**src/rtl/gpr_bus_master_if.sv**
```systemverilog
// Request/response handshake and register-file bus bundle for gpr_bus_master.
// The master modport is the sequencer's view; slave is the CPU + register file side.
interface gpr_bus_master_if #(
    parameter int DATA_W = 14,
    parameter int ADDR_W = 12
);
    logic              req_valid;
    logic              req_ready;
    logic [1:0]        req_op;
    logic [3:0]        req_addr_a;
    logic [3:0]        req_addr_b;
    logic [DATA_W-1:0] req_wdata;

    logic              rsp_valid;
    logic              rsp_err;
    logic [DATA_W-1:0] rsp_data_a;
    logic [DATA_W-1:0] rsp_data_b;

    logic [ADDR_W-1:0] bus_addr;
    logic              bus_rd;
    logic              bus_wr;
    logic [DATA_W-1:0] bus_dout;
    logic              bus_oe;
    logic [DATA_W-1:0] bus_din;

    modport master (
        input  req_valid, req_op, req_addr_a, req_addr_b, req_wdata, bus_din,
        output req_ready, rsp_valid, rsp_err, rsp_data_a, rsp_data_b,
               bus_addr, bus_rd, bus_wr, bus_dout, bus_oe
    );

    modport slave (
        output req_valid, req_op, req_addr_a, req_addr_b, req_wdata, bus_din,
        input  req_ready, rsp_valid, rsp_err, rsp_data_a, rsp_data_b,
               bus_addr, bus_rd, bus_wr, bus_dout, bus_oe
    );
endinterface

```
**src/rtl/gpr_bus_master.sv**
```systemverilog
// Sequences register read, read-pair and write requests onto the register file's
// single port, accounting for its one-cycle registered read data.
module gpr_bus_master #(
    parameter int DATA_W = 14,
    parameter int ADDR_W = 12
) (
    input  logic               clk,
    input  logic               rst,
    gpr_bus_master_if.master   bif
);

    typedef enum logic [2:0] {
        IDLE,
        RD_A,
        RD_B,
        CAP_B,
        CAP_A,
        WR,
        RESP
    } state_t;

    state_t     state;
    logic       pair_q;
    logic [3:0] addr_b_q;

    function automatic logic [ADDR_W-1:0] zext(input logic [3:0] idx);
        return {{(ADDR_W-4){1'b0}}, idx};
    endfunction

    // Every output is registered and set on the edge entering the state it
    // belongs to; the defaults below return the bus to all-zero between strobes.
    always_ff @(posedge clk or posedge rst) begin
        if (rst) begin
            state          <= IDLE;
            pair_q         <= 1'b0;
            addr_b_q       <= '0;
            bif.req_ready  <= 1'b1;
            bif.rsp_valid  <= 1'b0;
            bif.rsp_err    <= 1'b0;
            bif.rsp_data_a <= '0;
            bif.rsp_data_b <= '0;
            bif.bus_addr   <= '0;
            bif.bus_rd     <= 1'b0;
            bif.bus_wr     <= 1'b0;
            bif.bus_dout   <= '0;
            bif.bus_oe     <= 1'b0;
        end else begin
            bif.req_ready <= 1'b0;
            bif.rsp_valid <= 1'b0;
            bif.rsp_err   <= 1'b0;
            bif.bus_addr  <= '0;
            bif.bus_rd    <= 1'b0;
            bif.bus_wr    <= 1'b0;
            bif.bus_dout  <= '0;
            bif.bus_oe    <= 1'b0;

            case (state)
                IDLE: begin
                    bif.req_ready <= 1'b1;
                    if (bif.req_valid && bif.req_ready) begin
                        bif.req_ready <= 1'b0;
                        pair_q        <= (bif.req_op == 2'b10);
                        addr_b_q      <= bif.req_addr_b;
                        case (bif.req_op)
                            2'b00, 2'b10: begin
                                state        <= RD_A;
                                bif.bus_rd   <= 1'b1;
                                bif.bus_addr <= zext(bif.req_addr_a);
                            end
                            2'b01: begin
                                state        <= WR;
                                bif.bus_wr   <= 1'b1;
                                bif.bus_oe   <= 1'b1;
                                bif.bus_addr <= zext(bif.req_addr_a);
                                bif.bus_dout <= bif.req_wdata;
                            end
                            default: begin
                                state         <= RESP;
                                bif.rsp_valid <= 1'b1;
                                bif.rsp_err   <= 1'b1;
                            end
                        endcase
                    end
                end

                // The B strobe is issued while A's data is still in flight, so
                // the pair costs one cycle more than a single read.
                RD_A: begin
                    if (pair_q) begin
                        state        <= RD_B;
                        bif.bus_rd   <= 1'b1;
                        bif.bus_addr <= zext(addr_b_q);
                    end else begin
                        state <= CAP_A;
                    end
                end

                RD_B: begin
                    bif.rsp_data_a <= bif.bus_din;
                    state          <= CAP_B;
                end

                CAP_B: begin
                    bif.rsp_data_b <= bif.bus_din;
                    bif.rsp_valid  <= 1'b1;
                    state          <= RESP;
                end

                CAP_A: begin
                    bif.rsp_data_a <= bif.bus_din;
                    bif.rsp_valid  <= 1'b1;
                    state          <= RESP;
                end

                WR: begin
                    bif.rsp_valid <= 1'b1;
                    state         <= RESP;
                end

                RESP: begin
                    bif.req_ready <= 1'b1;
                    state         <= IDLE;
                end

                default: begin
                    bif.req_ready <= 1'b1;
                    state         <= IDLE;
                end
            endcase
        end
    end

endmodule

```
**src/flat_wrapper.sv**
```systemverilog
// flat-port wrapper written by rule: the top's interface ports become plain ports
module gpr_bus_master_flat 
#(
    parameter int DATA_W = 14,
    parameter int ADDR_W = 12
)
  (clk, rst, bif_req_valid, bif_req_op, bif_req_addr_a, bif_req_addr_b, bif_req_wdata, bif_bus_din, bif_req_ready, bif_rsp_valid, bif_rsp_err, bif_rsp_data_a, bif_rsp_data_b, bif_bus_addr, bif_bus_rd, bif_bus_wr, bif_bus_dout, bif_bus_oe);
  gpr_bus_master_if #(.DATA_W(DATA_W), .ADDR_W(ADDR_W)) bif_i ();
  input  logic clk;
  input  logic rst;
  input wire logic [$bits(bif_i.req_valid)-1:0] bif_req_valid;
  input wire logic [$bits(bif_i.req_op)-1:0] bif_req_op;
  input wire logic [$bits(bif_i.req_addr_a)-1:0] bif_req_addr_a;
  input wire logic [$bits(bif_i.req_addr_b)-1:0] bif_req_addr_b;
  input wire logic [$bits(bif_i.req_wdata)-1:0] bif_req_wdata;
  input wire logic [$bits(bif_i.bus_din)-1:0] bif_bus_din;
  output wire logic [$bits(bif_i.req_ready)-1:0] bif_req_ready;
  output wire logic [$bits(bif_i.rsp_valid)-1:0] bif_rsp_valid;
  output wire logic [$bits(bif_i.rsp_err)-1:0] bif_rsp_err;
  output wire logic [$bits(bif_i.rsp_data_a)-1:0] bif_rsp_data_a;
  output wire logic [$bits(bif_i.rsp_data_b)-1:0] bif_rsp_data_b;
  output wire logic [$bits(bif_i.bus_addr)-1:0] bif_bus_addr;
  output wire logic [$bits(bif_i.bus_rd)-1:0] bif_bus_rd;
  output wire logic [$bits(bif_i.bus_wr)-1:0] bif_bus_wr;
  output wire logic [$bits(bif_i.bus_dout)-1:0] bif_bus_dout;
  output wire logic [$bits(bif_i.bus_oe)-1:0] bif_bus_oe;
  assign bif_i.req_valid = bif_req_valid;
  assign bif_i.req_op = bif_req_op;
  assign bif_i.req_addr_a = bif_req_addr_a;
  assign bif_i.req_addr_b = bif_req_addr_b;
  assign bif_i.req_wdata = bif_req_wdata;
  assign bif_i.bus_din = bif_bus_din;
  assign bif_req_ready = bif_i.req_ready;
  assign bif_rsp_valid = bif_i.rsp_valid;
  assign bif_rsp_err = bif_i.rsp_err;
  assign bif_rsp_data_a = bif_i.rsp_data_a;
  assign bif_rsp_data_b = bif_i.rsp_data_b;
  assign bif_bus_addr = bif_i.bus_addr;
  assign bif_bus_rd = bif_i.bus_rd;
  assign bif_bus_wr = bif_i.bus_wr;
  assign bif_bus_dout = bif_i.bus_dout;
  assign bif_bus_oe = bif_i.bus_oe;
  gpr_bus_master #(.DATA_W(DATA_W), .ADDR_W(ADDR_W)) u_core (.clk(clk), .rst(rst), .bif(bif_i));
endmodule
```
**config.mk**
```make
export PLATFORM = sky130hd
export DESIGN_NAME = gpr_bus_master_flat
export DESIGN_NICKNAME = d
export VERILOG_FILES = /design/src/rtl/gpr_bus_master_if.sv /design/src/rtl/gpr_bus_master.sv /design/src/flat_wrapper.sv
export SDC_FILE = /design/constraint.sdc
export NUM_CORES = 1
export LEC_CHECK = 0
export CELL_PAD_IN_SITES_DETAIL_PLACEMENT = 0
export CELL_PAD_IN_SITES_GLOBAL_PLACEMENT = 2
export CORE_UTILIZATION = 25
export DETAILED_ROUTE_END_ITERATION = 6
export GPL_ROUTABILITY_DRIVEN = 0
export PLACE_DENSITY = 0.76
export SLEW_MARGIN = 20
export SYNTH_ARGS = -nofsm -noshare
export SYNTH_HDL_FRONTEND = slang
export SYNTH_SLANG_ARGS = --single-unit
```
**constraint.sdc**
```tcl
create_clock -name clk -period 3.31 [get_ports clk]
set_clock_uncertainty 0.05 [all_clocks]
set_input_delay 0.331 -clock clk [delete_from_list [all_inputs] [get_ports clk]]
set_output_delay 0.331 -clock clk [all_outputs]
set_load 0.05 [all_outputs]
```
==> out/qor.csv, run 1 <==
metric,value,unit
Netlist cell types,27,
vias,1545,
largest net degree at the start of global routing,32,
R2R setup slack,1.45,ns
static leakage,1.482,nW
area of the multi-input gates,714.4,um2
crit start category,flip-flop,
nets@finish,294,
register area share after synthesis,0.6482,
Final min period,2.040,ns
"Core Util, Final",0.3988,
GRT met2 Usage,0.1775,
Initial DRC Count,20,
layout cells sized above 1,0.2101,
diode count,0,
GR peak layer,met2,
CP top delay family,buffers and inverters,
overflow left after global routing,0,
Crit Path Class,flip-flop to output port,
M1 GR Usage,0.1353,
CTS tree,built,
Total Power,3.586,mW
Die Width,97.49,um
worst hold path class,primary input to async pin,
Final Cycle Share,0.6163,
Post-Route WL,4958,um
clk sinks,59,
post_cts resized,0,
starting density of the core,0.2601,
Seq. cell area,1478,um2
Num CTS Buffers,9,
DRT Pass-1 Iters,3,
WL/cell,13.58,um
io pins,101,
slowest cell on the critical path,clkdlybuf4s50_1,
Worst EP required,2.93,ns
worst hold margin,0.3705,ns
Hold Buf Count CTS,0,
cell count after synthesis,156,
MaxCap Viol Count,0,
initial antenna violation count,0,
clock root buffer,clkbuf_8,
count of filler cells inserted in the layout,850,
Port Buffers,92,
clock buffer depth,2,
Slowest Stage Delay on Critical Path,0.80,ns
global-route wire length before repair,8286,um
Pwr Density,1026,nW/um2
"Arr. time, crit path",1.66,ns
clk_lat worst skew,0.32,ns
Avg Inst Size Synth,14.61,um2
Synth Register Bits,59,
total die area,9504,um2
Critical Path Fanout Max,3,
Via density,4.233,
Worst slew margin,0.4680,
GRT Util Overall,0.1122,
status,finished clean,
CP cell instances,clkdlybuf4s50_1,
Synth Warn #,0,
fmax,490.2,MHz
Worst Path Buf+Inv,1,
H-tree levels,3,
Crit. End Element,output port,
Worst VDD drop,0.2798,mV
vias in the first global route,1624,
DP HPWL,3551,um
number of setup violations in the final report,0,
Mapped Area,2280,um2
Die Y,97.49,um
Final Slew Violations,0,
Layout area overhead,53.29,%
RSZ-0062 raised after global routing,no,
setup bufs post-CTS,0,
DR DRC count,0,
Setup TNS,0,ns
"CTS clk-pin slew, worst paths",0.07,ns
grt met3 use,0.03597,
Fin. Hold Viols,0,
num rows,34,
Antenna Nets Post-Route,0,
Core Area,8763,um2
Least-Margin Pin Slew,0.7956,ns
-- final cells by class --
class | instances | area share
repair buffers | 94 | 0.2714
inverters | 1 | 0.001074
clock inverters | 5 | 0.02220
clock buffers | 10 | 0.03938
multi-input cells | 88 | 0.2044
well taps | 108 | 0.03867
flip-flops and latches | 59 | 0.4228
-- registers in the layout, summed over array words and instances, names as in the netlist --
signal / flops
u_core.state: 3
u_core.bif.bus_wr: 1
u_core.addr_b_q: 4
u_core.bif.req_ready: 1
u_core.bif.bus_addr: 4
u_core.pair_q: 1
u_core.bif.bus_rd: 1
u_core.bif.rsp_data_b: 14
u_core.bif.rsp_err: 1
u_core.bif.rsp_data_a: 14
u_core.bif.rsp_valid: 1
u_core.bif.bus_dout: 14
-- final timing paths --
| check | startpoint | end | depth (start not counted) |
|---|---|---|---|
| setup / recovery | u_core.bif.req_ready | bif_req_ready | 1 |
| hold / removal | rst | u_core.bif.rsp_data_a[0] | 2 |
| setup reg to reg | u_core.state[1] | u_core.bif.bus_dout[11] | 3 |
| hold reg to reg | u_core.addr_b_q[2] | u_core.bif.bus_addr[2] | 1 |
| max in group asynchronous | rst | u_core.bif.req_ready | 3 |
| min in group clk | u_core.addr_b_q[2] | u_core.bif.bus_addr[2] | 1 |
-- Yosys cell counts (all sizes together) --
master	count	share of area
o21a	1	0.0033
dfstp	1	0.012
a21oi	2	0.0044
mux2	32	0.16
nor4b	1	0.010
or3	1	0.0049
nor2	4	0.0077
buf	15	0.048
and2	15	0.041
nand2	4	0.0066
nor2b	1	0.0027
xnor2	1	0.0038
conb	1	0.0016
nand3b	1	0.0033
inv	1	0.0016
o21ai	3	0.0066
nand2b	4	0.011
o31a	1	0.0038
a221oi	1	0.0038
a211o	1	0.0038
a32o	4	0.018
nor3	2	0.0044
dfrtp	58	0.64
o22ai	1	0.0027
-- report_power, final --
group          total (mW)  switching, mW  internal (mW)
Clock               0.709          0.272          0.437
Combinational        1.75           1.05          0.702
Sequential           1.12          0.149          0.974
-- metrics by stage --
step / cell area (um2) / setup WS [ns] / instances
finish: 3495 / 1.270 / 365
global route: 3495 / 1.221 / 365
CTS: 3495 / 1.242 / 365
detailed placement: 3279 / 1.396 / 350
global placement: 3279 / 1.422 / 350
floorplan: 2306 / 1.474 / 163
-- logic make-up after synthesis --
kind of cell | count (synthesis) | synth area share
xor+xnor | 1 | 0.003843
buf+inv | 16 | 0.04994
flops | 59 | 0.6482
other cells | 1 | 0.001645
compound gates | 14 | 0.04611
simple gates | 33 | 0.09221
mux | 32 | 0.1581
-- metal layers --
metal	vias up	share of wire	routed length, um
met5	-	0	0
met4	0	0.016	78
met3	8	0.074	366
met2	68	0.48	2357
met1	755	0.43	2154
li1	714	-	-
-- placed cells by master, fill, tap and decap left out, drive strengths merged --
cell           Yosys  routed
buf               15       2
dfstp              1       1
nand2              4       4
o21a               1       1
a211o              1       1
o21ai              3       3
xnor2              1       1
clkbuf             0      10
and2              15      15
nand2b             4       4
a221oi             1       1
nor4b              1       1
nand3b             1       1
nor2b              1       1
inv                1       1
o31a               1       1
clkinvlp           0       1
mux2              32      32
bufinv             0       2
a21oi              2       2
nor3               2       2
clkinv             0       2
dfrtp             58      58
clkdlybuf4s50      0      92
nor2               4       4
conb               1       8
o22ai              1       1
or3                1       1
a32o               4       4
No activity file was read; power rests on OpenSTA's default activity.
==> run 2, diff against run 1 <==
- clock period: 3.31 -> 2 ns (I/O delays scaled with it)
==> run 2 against run 1 <==
Compared with the run above:
- wire length is 0.58% higher
- combinational power up 73%
- non-clock buffer count up 6
- register-to-register slack worse by 1.1 ns
- via count up 1.7%
- core utilization rose by 0.26 points
- sequential power up 62%
- sequential cell count unchanged
- clock power grew 35%
- cell count rose by 1.9%
- clock-buffer cell count grew 2
==> out/qor.csv, run 2 (synthesized netlist as in run 1, its figures left out) <==
metric,value,unit,change
status,finished clean,,
setup bufs post-CTS,0,,unchanged
overflow left after global routing,0,,unchanged
Worst EP required,1.75,ns,-1.18 ns
Setup crit start,u_core.bif.req_ready,,
GRT Util Overall,0.1122,,about the same
Die Width,97.49,um,unchanged
Worst slew margin,0.6413,,+0.1734
"commonest non-fill, non-tap cell in the layout",clkdlybuf4s50_1,,
crit start category,flip-flop,,
initial antenna violation count,0,,unchanged
io pins,101,,unchanged
starting density of the core,0.2601,,unchanged
Least-Margin Pin Slew,0.5363,ns,-0.2593 ns
CTS tree,built,,
"Arr. time, crit path",1.65,ns,about the same
nets@finish,300,,+2.0%
diode count,0,,unchanged
Final Slew Violations,0,,unchanged
Worst VDD drop,0.5003,mV,+79%
worst r2r path cells,3,,unchanged
Final Cycle Share,0.9511,,
clk sinks,59,,unchanged
Crit. End Element,output port,,
CP top delay family,buffers and inverters,,
MaxCap Viol Count,0,,unchanged
Via density,4.223,,-0.23%
Post-Route WL,4987,um,+0.58%
post_cts resized,0,,unchanged
static leakage,1.497,nW,+0.96%
number of setup violations in the final report,0,,unchanged
Pwr Density,1644,nW/um2,+60%
largest net degree at the start of global routing,23,,-28%
fmax,525.7,MHz,
DR DRC count,0,,unchanged
vias,1571,,+1.7%
DP HPWL,3650,um,+2.8%
reg2reg start,u_core.state[1],,
Fin. Hold Viols,0,,unchanged
RSZ-0062 raised after global routing,no,,
layout cells sized above 1,0.2273,,+0.01716
end of the critical path,bif_req_ready,,
Total Power,5.781,mW,+61%
Core Area,8763,um2,unchanged
global-route wire length before repair,8280,um,about the same
"commonest cells after routing, fill and taps aside","clkdlybuf4s50_1 (92), dfrtp_1 (58), mux2_2 (32)",,
H-tree levels,3,,unchanged
CP cell instances,clkdlybuf4s50_1,,
Antenna Nets Post-Route,0,,unchanged
R2R setup slack,0.33,ns,-1.12 ns
clk_lat worst skew,0.32,ns,about the same
Setup TNS,0,ns,unchanged
Die Y,97.49,um,unchanged
Crit Path Class,flip-flop to output port,,
slowest cell on the critical path,clkdlybuf4s50_1,,
Largest regs,"u_core.bif.bus_dout x14, u_core.bif.rsp_data_a x14, u_core.bif.rsp_data_b x14",,
WL/cell,13.41,um,-1.3%
Num CTS Buffers,9,,unchanged
num rows,34,,unchanged
clock root buffer,clkbuf_8,,
Hold Buf Count CTS,0,,unchanged
vias in the first global route,1613,,-0.68%
Worst Path Buf+Inv,1,,unchanged
"CTS clk-pin slew, worst paths",0.07,ns,about the same
clock buffer depth,2,,unchanged
Layout area overhead,54.28,%,
Port Buffers,92,,unchanged
Critical Path Stages,1,,unchanged
DRT Pass-1 Iters,4,,+1
Initial DRC Count,42,,+110%
Final min period,1.902,ns,
total die area,9504,um2,unchanged
Worst R2R End,u_core.addr_b_q[3],,
Critical Path Fanout Max,3,,unchanged
worst hold path class,primary input to async pin,,
Slowest Stage Delay on Critical Path,0.80,ns,about the same
## run 2: area by class of cell
| cell class | count | area [um2] |
|---|---|---|
| clock inverter | 4 | 25.02 |
| inverter | 1 | 3.754 |
| fill | 840 | 5246 |
| tap | 108 | 135.1 |
| clock buffer | 12 | 155.1 |
| timing repair buffer | 100 | 1006 |
| sequential | 59 | 1478 |
| multi-input combinational | 88 | 714.4 |
## run 2: where the power goes
part	switching, mW	internal (mW)	leakage, nW
registers	0.193	1.61	0.741
clock network	0.446	0.513	0.0884
logic	1.81	1.21	0.667
## run 2: worst min path at each step
stage                     cells past startpoint                       end
after floorplan                               1         u_core.bif.bus_rd
after global placement                        1    u_core.bif.bus_addr[3]
after detailed placement                      1    u_core.bif.bus_addr[2]
after CTS                                     2  u_core.bif.rsp_data_a[6]
after global routing                          2  u_core.bif.rsp_data_a[6]
final                                         2  u_core.bif.rsp_data_a[6]
## run 2: per-layer routing
metal / vias up / wire, um / global-route usage
met3: 9 / 392 / 0.03669
li1: 723 / - / -
met5: - / 0 / 0
met4: 0 / 92 / 0.05430
met2: 78 / 2410 / 0.1872
met1: 761 / 2091 / 0.1291
## run 2: per-stage QoR
| stage | utilization | setup WS, ns | instance area (um2) | hold slack (ns) | std cells |
|---|---|---|---|---|---|
| 4_1_cts | 0.4013 | 0.06890 | 3517 | 0.1395 | 372 |
| 2_1_floorplan | - | 0.2953 | 2306 | 0.2596 | 163 |
| 3_3_place_gp | 0.3808 | 0.3462 | 3337 | 0.4348 | 356 |
| 3_5_place_dp | 0.3808 | 0.3220 | 3337 | 0.4358 | 356 |
| 5_1_grt | 0.4013 | 0.04841 | 3517 | 0.1729 | 372 |
| 6_report | 0.4013 | 0.09779 | 3517 | 0.1535 | 372 |
==> run 3, diff against run 2 <==
- ABC_AREA: not set -> 0
==> results of run 3 <==
Same layout as run 2: the final DEF is identical, and so are final timing and power.
==> patch, RTL diff (config.mk and constraints of run 1) <==
Encoding of `state_t`: now Gray code (3 bits for 7 states).
--- a/src/rtl/gpr_bus_master.sv
+++ b/src/rtl/gpr_bus_master.sv
@@ -10,13 +10,13 @@
 );
 
     typedef enum logic [2:0] {
-        IDLE,
-        RD_A,
-        RD_B,
-        CAP_B,
-        CAP_A,
-        WR,
-        RESP
+        IDLE  = 3'b000,
+        RD_A  = 3'b001,
+        RD_B  = 3'b011,
+        CAP_B = 3'b010,
+        CAP_A = 3'b110,
+        WR    = 3'b111,
+        RESP  = 3'b101
     } state_t;
 
     state_t     state;
Formal check against the unedited RTL: same outputs for any inputs over 10 cycles, from zero or initial values and one cycle with rst high; not proved beyond that.
==> patch against run 1 <==
Count of clock-buffer cells in the layout unchanged. Die area up 0.33%. Setup slack worse by 0.041 ns. Synthesized area up 0.33%. Wire length down 0.22%. Cell count unchanged. Sequential share of layout area up 0.17 points. Sequential cell count unchanged. The run now ends with DRC left. Global-route usage up 0.59 points. Cell area down 0.39%. Power about the same.
==> patch: results (changes against run 1) <==
| Metric | Value |
|---|---|
| Pre-antenna DRT Iters | 6 (+3) |
| Non-clk bufs | 95 (+1.1%) |
| Gr usage total | 0.118 (+0.00594) |
| Sequential share of the synthesized area | 0.646 (-0.00213) |
| Top post-synthesis cells by area | dfrtp_1 63%, mux2_2 16%, buf_4 3.9%, and2_1 3.8%, a32o_1 1.8% |
| Slew headroom | 0.551 (+0.0828) |
| Crit-path slowest cell | clkdlybuf4s50_1 |
| Post-DP HPWL | 3510 um (-1.1%) |
| Die width | 97.7 um (+0.16%) |
| Register area | 1480 sq um (unchanged) |
| Antenna cell count | 0 (unchanged) |
| Mux cell area share after synthesis | 0.162 (+0.00440) |
| CP arrival | 1.70 ns (+0.04 ns) |
| R2r setup slk | 1.50 ns (+0.05 ns) |
| Failing checks | DRC |
| Pin count of the biggest net entering global routing | 33 (+3.1%) |
| Routed WL | 4950 um (-0.22%) |
| Nets | 293 (-0.34%) |
| Critical R2R Capture | u_core.bif.rsp_data_a[5] |
| Deepest clock path buffer count | 2 (unchanged) |
| Switching pwr | 1.51 mW (+2.3%) |
| Setup Buffers After CTS | 0 (unchanged) |
| Post-route DRC | 12 (+12) |
| Iter 0 DRT Violations | 41 (+110%) |
| Combinational power | 1.73 mW |
| Share of layout cells above drive strength 1 | 0.218 (+0.00778) |
| H-tree Lvls | 3 (unchanged) |
| Status | finished with violations |
| Multi-In Gates | 84 (-4.5%) |
| Synth Area in XOR/XNOR | 0.00383 (-0.0000126) |
| Vias in the first global route | 1698 (+4.6%) |
| Static Leakage | 1.50 nW (+0.98%) |
| Compound-Gate Fraction of Synth Area | 0.0367 (-0.00945) |
| Internal Pwr Total | 2.08 mW (-1.5%) |
| Count of different cell masters after synthesis | 28 (+3.7%) |
| Seq area share | 0.425 (+0.00167) |
| Commonest cells post-synth | 58 x dfrtp_1, 33 x mux2_2, 14 x and2_1 |
| Critical path fanouts, max | 4 (+1) |
| Fill cells | 856 (+0.71%) |
| Area of the multi-input gates | 696 sq um (-2.6%) |
| Final clock-cell share | 0.0625 (+0.000962) |
| Clock group | 0.715 mW (+0.8%) |
| Largest registers | u_core.bif.bus_dout (14), u_core.bif.rsp_data_a (14), u_core.bif.rsp_data_b (14) |
| Via density | 4.09 (-3.4%) |
| Non-clock buffer share | 0.271 (-0.000365) |
| First-pass GRT wire length | 8600 um (+3.8%) |
| Worst VDD drop | 0.000292 V (+4.4%) |
| R2r startpoint | u_core.state[0] |
| Later-pin clock latency in the skew report | 0.34 ns (+0.02 ns) |
| Inverters excl. clock | 3 (+2) |
| Area after DPL | 3260 sq um (-0.50%) |
| CTS Buf Count | 9 (unchanged) |
-- patch: metrics by stage --
step	hold WS, ns	setup slack [ns]	cells
floorplan	0.410	1.47	162
global placement	0.427	1.42	349
detailed placement	0.434	1.42	349
CTS	0.337	1.20	365
global route	0.374	1.17	365
finish	0.327	1.23	365
-- patch: routing by layer --
layer / global-route usage / part of all wire / wire (um)
met1: 0.140 / 0.42 / 2070
met2: 0.181 / 0.47 / 2330
met3: 0.0576 / 0.091 / 451
met4: 0.0524 / 0.018 / 91
met5: 0 / 0 / 0
-- patch: worst max-delay path by stage --
stage	from	to	slack (ns)	cells after the start
3_3_place_gp	bif_req_op[0]	u_core.bif.bus_dout[5]	1.42	4
3_5_place_dp	bif_req_op[0]	u_core.bif.bus_dout[12]	1.42	4
6_report	u_core.bif.req_ready	bif_req_ready	1.23	1
2_1_floorplan	rst	u_core.addr_b_q[0]	1.47	1
5_1_grt	u_core.bif.req_ready	bif_req_ready	1.17	1
4_1_cts	u_core.bif.req_ready	bif_req_ready	1.20	1
